[src/rtl/serial_adder.sv]
// serial_adder: bit-serial adder, LSB first, one bit per clock, ready/valid handshakes on both sides.
// Ports:
//   clk, reset_n           - rising-edge clock, asynchronous active-low reset
//   in_valid/in_ready, a, b, carryin      - operand word handshake, sampled on acceptance
//   out_valid/out_ready, sum, carryout, overflow - result handshake, held until taken
//   busy                   - high while bits are being shifted through the adder
module serial_adder #(
    parameter int WIDTH = 8
) (
    input  logic             clk,
    input  logic             reset_n,
    input  logic             in_valid,
    output logic             in_ready,
    input  logic [WIDTH-1:0] a,
    input  logic [WIDTH-1:0] b,
    input  logic             carryin,
    output logic             out_valid,
    input  logic             out_ready,
    output logic [WIDTH-1:0] sum,
    output logic             carryout,
    output logic             overflow,
    output logic             busy
);
    localparam int CW = $clog2(WIDTH) + 1;
    localparam logic [1:0] IDLE  = 2'd0;
    localparam logic [1:0] SHIFT = 2'd1;
    localparam logic [1:0] DONE  = 2'd2;

    logic [1:0]       state_q, state_d;
    logic [WIDTH-1:0] a_q, a_d, b_q, b_d, res_q, res_d, sum_q, sum_d;
    logic             c_q, c_d, cout_q, cout_d, ovf_q, ovf_d;
    logic [CW-1:0]    cnt_q, cnt_d;
    logic             fa_s, fa_c, last;

    assign fa_s = a_q[0] ^ b_q[0] ^ c_q;
    assign fa_c = (a_q[0] & b_q[0]) | (c_q & (a_q[0] ^ b_q[0]));
    assign last = cnt_q == CW'(WIDTH - 1);

    always_comb begin
        state_d = state_q;
        a_d     = a_q;
        b_d     = b_q;
        c_d     = c_q;
        res_d   = res_q;
        cnt_d   = cnt_q;
        sum_d   = sum_q;
        cout_d  = cout_q;
        ovf_d   = ovf_q;
        case (state_q)
            IDLE: if (in_valid) begin
                a_d     = a;
                b_d     = b;
                c_d     = carryin;
                cnt_d   = '0;
                state_d = SHIFT;
            end
            SHIFT: begin
                a_d   = a_q >> 1;
                b_d   = b_q >> 1;
                c_d   = fa_c;
                res_d = {fa_s, res_q[WIDTH-1:1]};
                cnt_d = cnt_q + CW'(1);
                // Visible outputs change only when the full word is complete;
                // c_q here is the carry into the MSB, giving signed overflow.
                if (last) begin
                    state_d = DONE;
                    sum_d   = {fa_s, res_q[WIDTH-1:1]};
                    cout_d  = fa_c;
                    ovf_d   = c_q ^ fa_c;
                end
            end
            DONE: state_d = out_ready ? IDLE : DONE;
            default: state_d = IDLE;
        endcase
    end

    always_ff @(posedge clk or negedge reset_n) begin
        if (!reset_n) begin
            state_q <= IDLE;
            a_q     <= '0;
            b_q     <= '0;
            c_q     <= 1'b0;
            res_q   <= '0;
            cnt_q   <= '0;
            sum_q   <= '0;
            cout_q  <= 1'b0;
            ovf_q   <= 1'b0;
        end else begin
            state_q <= state_d;
            a_q     <= a_d;
            b_q     <= b_d;
            c_q     <= c_d;
            res_q   <= res_d;
            cnt_q   <= cnt_d;
            sum_q   <= sum_d;
            cout_q  <= cout_d;
            ovf_q   <= ovf_d;
        end
    end

    assign in_ready  = state_q == IDLE;
    assign busy      = state_q == SHIFT;
    assign out_valid = state_q == DONE;
    assign sum       = sum_q;
    assign carryout  = cout_q;
    assign overflow  = ovf_q;
endmodule

[config.mk]
export PLATFORM = sky130hd
export DESIGN_NAME = serial_adder
export DESIGN_NICKNAME = d
export VERILOG_FILES = /design/src/rtl/serial_adder.sv
export SDC_FILE = /design/constraint.sdc
export NUM_CORES = 1
export LEC_CHECK = 0
export BUFFER_PORTS_ARGS = -buffer_cell sky130_fd_sc_hd__buf_4
export CORE_MARGIN = 2
export CORE_UTILIZATION = 54
export CTS_CLUSTER_DIAMETER = 200
export DETAILED_ROUTE_END_ITERATION = 6
export PLACE_DENSITY_LB_ADDON = 0.08
export SLEW_MARGIN = 10
export SYNTH_ARGS = -nofsm -noshare
export SYNTH_HDL_FRONTEND = slang
export SYNTH_SLANG_ARGS = --single-unit
[constraint.sdc]
create_clock -name clk -period 1.82 [get_ports clk]
set_input_delay 0.364 -clock clk [delete_from_list [all_inputs] [get_ports clk]]
set_output_delay 0.364 -clock clk [all_outputs]
set_load 0.01 [all_outputs]
## Word level (Yosys, flattened, before mapping)

Cells that the tools add are included.

- $add $sub $neg: 1
- Multiply operators: 0
- Div/mod/pow operators: 0
- $lt $le $gt $ge: 0
- Eq/ne operators: 5
- Shifts and indexed selects: 0
- Mux-type cells: 12
- Bitwise operators: 6
- Reduce and logical (&&, ||, !) cells: 5

Operator list:

| kind | count |
|---|---|
| $pmux 8 s2 | 2 |
| $mux 8 | 2 |
| $pmux 4 s2 | 1 |
| $mux 2 | 3 |
| $pmux 2 s3 | 1 |
| $reduce_and 2->1 | 3 |
| $add 4x1->4 const B | 1 |
| $eq 4x3->1 const B | 1 |
| $mux 4 | 1 |
| $xor 1x1->1 | 3 |
| $and 1x1->1 | 2 |
| $eq 2x1->1 const B | 1 |
| $eq 2x2->1 const B | 1 |
| $logic_not 2->1 | 1 |
| $ne 2x1->1 const B | 1 |
| $ne 2x2->1 const B | 1 |
| $pmux 1 s2 | 1 |
| $reduce_bool 2->1 | 1 |
| $mux 1 | 1 |
| $or 1x1->1 | 1 |

- Flip-flop bits (word level): 41
- Bits in latches: 0
- RAM bits: 0
- ROM bits: 0
- Input port bits: 21
- Output and inout port bits: 13
- Logic and storage cells: 38
- Memories kept: 0

## Longest topological paths before layout

Gate-level depths: netlist of the first run.

- Depth in word-level cells: 4
- Depth in mapped cells: 5
- Gate-level depth less buffers: 4

## Worst setup path after synthesis of the first run

Ideal clock, no wire load.

- Kind: register -> register
- Start: register a_q[0]
- End: register ovf_q (netlist: overflow)
- Setup time: 0.125 ns
- Arrival time: 1.249 ns
- Data required time: 1.695 ns
- Path slack: 0.447 ns
- Stages on the path, launching flop included: 4
- Clock period less this slack: 1.373 ns
- Cell sequence: dfrtp_1 -> fa_1 -> xor2_1 -> mux2_2

- Word-level cells in the longest chain between the ends: 4
- Elaborated cells on any way between the ends: 5
- Classes of those cells: bitwise (5)

Ends and longest elaborated chain:

| what | RTL line | source |
|---|---|---|
| start, declared | 30 | `logic [WIDTH-1:0] a_q, a_d, b_q, b_d, res_q, res_d, sum_q, sum_d;` |
| start signal, assigned | 80 | `a_q <= '0;` |
| start signal, assigned | 90 | `a_q <= a_d;` |
| $xor 1x1->1 | 36 | `assign fa_c = (a_q[0] & b_q[0]) \| (c_q & (a_q[0] ^ b_q[0]));` |
| $and 1x1->1 | 36 |  |
| $or 1x1->1 * | 36 |  |
| named net fa_c | 33 | `logic fa_s, fa_c, last;` |
| $xor 1x1->1 * | 69 | `ovf_d = c_q ^ fa_c;` |
| end signal, assigned | 97 | `ovf_q <= ovf_d;` |
| end, declared | 31 | `logic c_q, c_d, cout_q, cout_d, ovf_q, ovf_d;` |

Mark *: on every way through the listed nets, which the timed path passes. The rest lies on a longest branch.
A chain may end at the register's enable or synchronous reset.

## Worst setup path after layout of the first run

- Start: register state_q[0]
- End: output port out_valid

- Word-level cells in the longest chain between the ends: 1

Ends and longest elaborated chain:

| what | RTL line | source |
|---|---|---|
| start, declared | 29 | `logic [1:0] state_q, state_d;` |
| start signal, assigned | 89 | `state_q <= state_d;` |
| $eq 2x2->1 | 103 | `assign out_valid = state_q == DONE;` |
| end, declared | 17 | `output logic out_valid,` |

Every way passes these cells.

==> metrics.log, run 1 <==
INFO  metric floorplan.die.width = 62.3 µm
INFO  metric die_height = 62.3 µm
INFO  metric r2r_end = sum[1]
INFO  metric final_util = 0.663
INFO  metric fin_skew = 0.0159 ns
INFO  metric global_route.overflow_total = 0
INFO  metric mapped_cell_area = 0.00184 mm²
INFO  metric detailed_place_hpwl = 2300 µm
INFO  metric cts.reportedPaths.clkPinSlew = 0.11 ns
INFO  metric ys.warnings.count = 0
INFO  metric post-synth-top-area-cell = sky130_fd_sc_hd__dfrtp_1
INFO  metric hold_class = in -> reg
INFO  metric p_sw_frac = 0.343
INFO  metric clkSinkCount = 40
INFO  metric combinational_family_with_the_most_area_after_synthesis = simple AND/OR/NAND/NOR gates
INFO  metric worstSetupEndpoint = out_valid
INFO  metric synth-compound-area-share = 0.126
INFO  metric seq_power_share = 0.455
INFO  metric layout-drive-gt1-share = 0.284
INFO  metric syn-num-nets = 198
INFO  metric internal_power = 2.13 mW
INFO  metric setup_viol = 0
INFO  metric worst-setup-path-type = reg -> out
INFO  metric ys_types = 27
INFO  metric clock_tree.htree_level_count = 2
INFO  metric cts_buffer_depth = 2
INFO  metric power_switching = 1.11 mW
INFO  metric grt_pass1_vias = 1323
INFO  metric first_pass_iters = 4
INFO  metric yosysTopAreaCellShare = 0.545
INFO  metric cts-buffers-inserted = 5
INFO  metric synth.area.mux_share = 0.0675
INFO  metric drc_violation_count_after_routing = 0
INFO  metric slew_violations = 0
INFO  metric synth.ff_latch_count = 40
INFO  metric worstMarginPinSlew = 0.533 ns
INFO  metric core_region_area = 0.00331 mm²
INFO  metric postCtsSetupBuffers = 0
INFO  metric synthTopCellsByCount = sky130_fd_sc_hd__dfrtp_1, sky130_fd_sc_hd__nand2_1, sky130_fd_sc_hd__a21oi_1
INFO  metric clock_insertion_delay_worst_skew = 0.35 ns
INFO  metric achievable-frequency = 576 MHz
INFO  metric fillerInstances = 286
INFO  metric worstSetupEndpointType = output pin
INFO  metric drt_iter0_drc = 72
INFO  metric min_period_over_period = 0.953
INFO  metric post-place-ws = 0.181 ns
INFO  metric layout-area-overhead-vs-synth = 19.5%
INFO  metric synth_edf_count = 0
INFO  metric ys_top_cells_by_area = sky130_fd_sc_hd__dfrtp_1, sky130_fd_sc_hd__nand2_1, sky130_fd_sc_hd__and3b_1
INFO  metric wirelength_routed = 3380 µm
INFO  metric cts_hold_buffers = 1
INFO  metric detailroute.via_count = 1321
INFO  metric synth-main-ff-cell = sky130_fd_sc_hd__dfrtp_1
INFO  metric rsz0062_at_grt = false
INFO  metric hold_viol = 0
INFO  metric run_status = complete, no violations
INFO  metric initial_core_utilization = 0.554
INFO  metric fraction_of_synthesis_flops_using_an_asynchronous_set_or_reset_pin = 1.00
INFO  metric num_io_pins = 34
INFO  metric start_kind = flip-flop
INFO  metric stdcell_count = 257
INFO  metric vdd.ir_drop.worst = 957 µV
INFO  metric grt_antenna_before_repair = 0
INFO  metric die_area = 0.00388 mm²
INFO  metric synth-xor-area-share = 0.00477
INFO  metric synth_simple_gate_area_share = 0.196
INFO  metric grt_start_max_net_pins = 41
INFO  metric critPathArrivalTime = 1.37 ns
INFO  metric cts_tree = done
INFO  metric post-route-min-period = 1.74 ns
INFO  metric final_antenna_net_count = 0
INFO  metric synth-seq-area-share = 0.545
INFO  metric crit_path_setup_slack_layout = 0.0848 ns
INFO  metric worst_ep_required_time = 1.46 ns
INFO  metric num-nets-final = 233
INFO  metric synth.avg_cell_area = 10.5 µm²
INFO  metric placed_cells_incl_taps = 248
INFO  metric cts.root.buffer_cell = sky130_fd_sc_hd__clkbuf_4
INFO  metric wire_per_inst = 13.2 µm
INFO  metric cellPowerDensity = 1480 mW/mm²
INFO  metric synth_fa_ha_area_frac = 0.0177
INFO  metric diodes = 0
INFO  metric cp_max_fo = 38
INFO  metric power = 3.25 mW
INFO  metric slew_headroom = 0.644
INFO  metric static-leakage-power = 1.14 nW
INFO  metric final_tns_setup = 0 ns
INFO  metric power_frac_comb = 0.371
INFO  metric drt-vias-per-instance = 5.14
INFO  metric global_route.usage.total = 0.200
INFO  metric cts_resized = 0
INFO  metric fp-row-count = 21
INFO  metric crit_start = state_q[0]
INFO  metric port_buffers = 33
INFO  metric pwr-share-clk = 0.174
INFO  metric syn_inst = 175
INFO  metric register_to_register_setup_slack = 0.19 ns
INFO  metric regToRegStartpoint = cnt_q[1]
INFO  metric drv_cap = 0
INFO  metric finalWeightedCongestion = 0.725
INFO  metric worst-r2r-cell-count = 4
INFO  metric grt_first_pass_wirelength = 6040 µm
## cell usage in the layout (no fill, tap or decap), drive strengths merged
cell	Yosys	layout
bufinv	0	1
buf	10	38
and2	1	1
a21oi	18	18
nand3	1	1
nand2b	1	1
and3b	15	15
dlygate4sd3	0	1
nand2	40	40
o31ai	1	1
nor3	1	1
dfrtp	40	40
inv	2	2
o21bai	1	1
fa	1	1
nor2	3	3
mux2	11	11
a22o	2	2
a21o	1	1
o21ai	18	18
clkinv	0	1
ha	1	1
nor2b	4	4
a22oi	1	1
clkbuf	1	6
xor2	1	1
## cell type report
cell class              count  area, µm²  area share
clock inverters             2       35.0      0.0160
clock buffers               6       41.3      0.0188
repair buffers             39        295       0.135
inverters                   2       7.51     0.00342
flip-flops and latches     40       1000       0.456
multi-input cells         122        756       0.345
well taps                  46       57.6      0.0262
## power groups by stage
stage	Sequential [mW]	Combinational, mW	Clock (mW)
final	1.48	1.20	0.566
after global routing	1.53	1.35	0.628
after CTS	1.48	1.22	0.591
after detailed placement	1.50	1.22	0
after global placement	1.47	1.16	0
after floorplan	1.49	0.800	0
## layer usage
metal	GRT usage	part of all wire	up-vias
li1	-	-	661
met1	0.259	0.45	625
met2	0.319	0.49	30
met3	0.0616	0.051	5
met4	0.0750	0.015	0
met5	0	0	-
## logic make-up after synthesis
kind of cell    after synthesis
mux                          11
buf+inv                      13
xor+xnor                      1
fa+ha+maj                     2
simple gates                 66
compound gates               42
flops                        40
## per-stage QoR
step,hold WS (ns),instance area (µm²)
2_1_floorplan,0.0684,1840
3_3_place_gp,0.355,2110
3_5_place_dp,0.369,2110
4_1_cts,0.282,2190
5_1_grt,0.282,2190
6_report,0.295,2190
## sequential cells by signal, summed over array words and instances (netlist names)
register,count
sum,8
a_q,8
carryout,1
state_q,2
overflow,1
b_q,8
cnt_q,4
c_q,1
res_q,7
## worst max-delay path, stage by stage, from the launching register on
cell and delay [ns]:
sky130_fd_sc_hd__dfrtp_1 0.42, sky130_fd_sc_hd__buf_4 0.25, sky130_fd_sc_hd__nor2b_1 0.21, sky130_fd_sc_hd__buf_4 0.15
## worst min-delay path by stage
| stage | from | end | cells after the start |
|---|---|---|---|
| 6_report | out_ready | state_q[1] | 3 |
| 5_1_grt | out_ready | state_q[1] | 3 |
| 4_1_cts | out_ready | state_q[1] | 3 |
| 3_5_place_dp | reset_n | sum[4] | 1 |
| 3_3_place_gp | reset_n | sum[4] | 1 |
| 2_1_floorplan | reset_n | a_q[0] | 0 |
Note: power is estimated with default switching activity, not from simulation.
==> run 2, diff against run 1 <==
Settings changed: REMOVE_ABC_BUFFERS set to 1.
==> metrics.log, run 2 (synthesis gave the netlist of run 1 again) <==
INFO  metric layout-area-overhead-vs-synth = 20.2%
INFO  metric power_switching = 1.10 mW (-1.7%)
INFO  metric final_antenna_net_count = 0 (unchanged)
INFO  metric num_io_pins = 34 (unchanged)
INFO  metric internal_power = 2.20 mW (+3.2%)
INFO  metric grt_pass1_vias = 1324 (+0.076%)
INFO  metric fp-row-count = 21 (unchanged)
INFO  metric cellPowerDensity = 1490 mW/mm² (+0.88%)
INFO  metric seq_power_share = 0.448 (-0.007)
INFO  metric post-place-ws = 0.231 ns (+0.0500 ns)
INFO  metric power_frac_comb = 0.359 (-0.012)
INFO  metric p_sw_frac = 0.332 (-0.0109)
INFO  metric clock_insertion_delay_worst_skew = 0.34 ns (about the same)
INFO  metric holdPathStages = 3 (unchanged)
INFO  metric first_pass_iters = 4 (unchanged)
INFO  metric core_region_area = 0.00331 mm² (unchanged)
INFO  metric slew_violations = 0 (unchanged)
INFO  metric final_util = 0.667 (+0.00416)
INFO  metric cp_max_fo = 38 (unchanged)
INFO  metric hold_path_origin = a[7]
INFO  metric drv_cap = 0 (unchanged)
INFO  metric cts_tree = done
INFO  metric detailed_place_hpwl = 2230 µm (-3.0%)
INFO  metric slew_headroom = 0.677 (+0.0337)
INFO  metric postCtsSetupBuffers = 0 (unchanged)
INFO  metric global_route.overflow_total = 0 (unchanged)
INFO  metric die_height = 62.3 µm (unchanged)
INFO  metric drt-vias-per-instance = 5.25 (+2.1%)
INFO  metric drc_violation_count_after_routing = 0 (unchanged)
INFO  metric floorplan.die.width = 62.3 µm (unchanged)
INFO  metric mostFrequentLayoutCells = sky130_fd_sc_hd__nand2_1, sky130_fd_sc_hd__dfrtp_1, sky130_fd_sc_hd__buf_4
INFO  metric crit_start = state_q[0]
INFO  metric clock_tree.htree_level_count = 2 (unchanged)
INFO  metric worstSetupEndpointType = output pin
INFO  metric multi_input_area = 758 µm² (+0.33%)
INFO  metric regToRegStartpoint = cnt_q[0]
INFO  metric diodes = 0 (unchanged)
INFO  metric cts_buffer_depth = 2 (unchanged)
INFO  metric final_tns_setup = 0 ns (unchanged)
INFO  metric hold_class = in -> reg
INFO  metric critPathArrivalTime = 1.35 ns (-0.02 ns)
INFO  metric layout-drive-gt1-share = 0.290 (+0.00612)
INFO  metric fin_skew = 0.0113 ns (-0.00463 ns)
INFO  metric post-route-min-period = 1.71 ns (-0.0247 ns)
INFO  metric drt_iter0_drc = 42 (-42%)
INFO  metric start_kind = flip-flop
INFO  metric vdd.ir_drop.worst = 621 µV (-35%)
INFO  metric num-nets-final = 232 (-0.43%)
INFO  metric clkSinkCount = 40 (unchanged)
INFO  metric setup_viol = 0 (unchanged)
INFO  metric detailroute.via_count = 1344 (+1.7%)
INFO  metric min_delay_worst_endpoint = a_q[7]
INFO  metric cts-buffers-inserted = 5 (unchanged)
INFO  metric worstMarginPinSlew = 0.484 ns (-0.0488 ns)
INFO  metric cts.root.buffer_cell = sky130_fd_sc_hd__clkbuf_4
INFO  metric global_route.usage.total = 0.183 (-0.0166)
INFO  metric wirelength_routed = 3180 µm (-6.0%)
INFO  metric worst-r2r-cell-count = 5 (+1)
INFO  metric crit_path_setup_slack_layout = 0.110 ns (+0.0247 ns)
INFO  metric wire_per_inst = 12.4 µm (-5.7%)
INFO  metric rsz0062_at_grt = false
INFO  metric die_area = 0.00388 mm² (unchanged)
INFO  metric r2r_end = sum[0]
INFO  metric grt_first_pass_wirelength = 5720 µm (-5.4%)
INFO  metric run_status = complete, no violations
INFO  metric grt_start_max_net_pins = 41 (unchanged)
INFO  metric fillerInstances = 273 (-4.5%)
INFO  metric regArea = 0.00100 mm² (unchanged)
INFO  metric hold_viol = 0 (unchanged)
INFO  metric finalWeightedCongestion = 0.723 (-0.29%)
INFO  metric initial_core_utilization = 0.554 (unchanged)
INFO  metric min_period_over_period = 0.940 (-0.0136)
INFO  metric static-leakage-power = 1.14 nW (+0.35%)
INFO  metric port_buffers = 33 (unchanged)
INFO  metric worst_ep_required_time = 1.46 ns (about the same)
INFO  metric pwr-share-clk = 0.192 (+0.018)
INFO  metric worst-setup-path-type = reg -> out
INFO  metric register_to_register_setup_slack = 0.22 ns (+0.03 ns)
INFO  metric cts.reportedPaths.clkPinSlew = 0.11 ns (about the same)
INFO  metric grt_antenna_before_repair = 0 (unchanged)
INFO  metric final.hold.worst_slack = 0.314 ns (+0.0190 ns)
INFO  metric achievable-frequency = 585 MHz (+1.4%)
==> run 2: worst max path at each step <==
stage                endpoint  slack (ns)  cells past startpoint
global route        out_valid        0.03                      3
finish              out_valid        0.11                      3
global placement       sum[6]        0.29                      5
floorplan            carryout       -0.09                      3
detailed placement     sum[0]        0.23                      5
CTS                 out_valid        0.06                      3
==> run 2: critical path: stages, from the launching register on <==
cell and delay, ns:
sky130_fd_sc_hd__dfrtp_1 0.41, sky130_fd_sc_hd__buf_4 0.34, sky130_fd_sc_hd__nor2b_2 0.09, sky130_fd_sc_hd__buf_4 0.15
==> run 2: stage by stage <==
step	area, µm²	cells	total power [mW]
3_3_place_gp	2100	247	2.63
3_5_place_dp	2100	247	2.70
2_1_floorplan	1760	164	2.21
5_1_grt	2210	256	3.54
4_1_cts	2200	256	3.34
6_report	2210	256	3.30
==> run 2: layout make-up <==
type,count,area share
Clock buffer,7,0.0295
Inverter,2,0.00340
Sequential cell,40,0.454
Tap cell,46,0.0261
Timing Repair Buffer,38,0.130
Multi-Input combinational cell,122,0.344
Clock inverter,1,0.0136
==> run 2: metal layers <==
layer / vias to the layer above / share of wire / track usage
met5: - / 0 / 0
met4: 0 / 0.014 / 0.0750
met3: 6 / 0.044 / 0.0344
met2: 31 / 0.50 / 0.329
met1: 638 / 0.44 / 0.217
li1: 669 / - / -
==> run 2: repair_timing <==
item,in CTS,in global routing
hold endpoints to repair,40,0
gates resized for setup,0,1
hold buffers,1,0
endpoints found under the setup margin,0,1
==> run 2: power groups by stage <==
stage | sequential [mW] | clock, mW | combinational (mW)
final | 1.48 | 0.634 | 1.18
after global routing | 1.53 | 0.691 | 1.32
after CTS | 1.48 | 0.657 | 1.20
after detailed placement | 1.50 | 0 | 1.20
after global placement | 1.48 | 0 | 1.15
after floorplan | 1.55 | 0 | 0.667
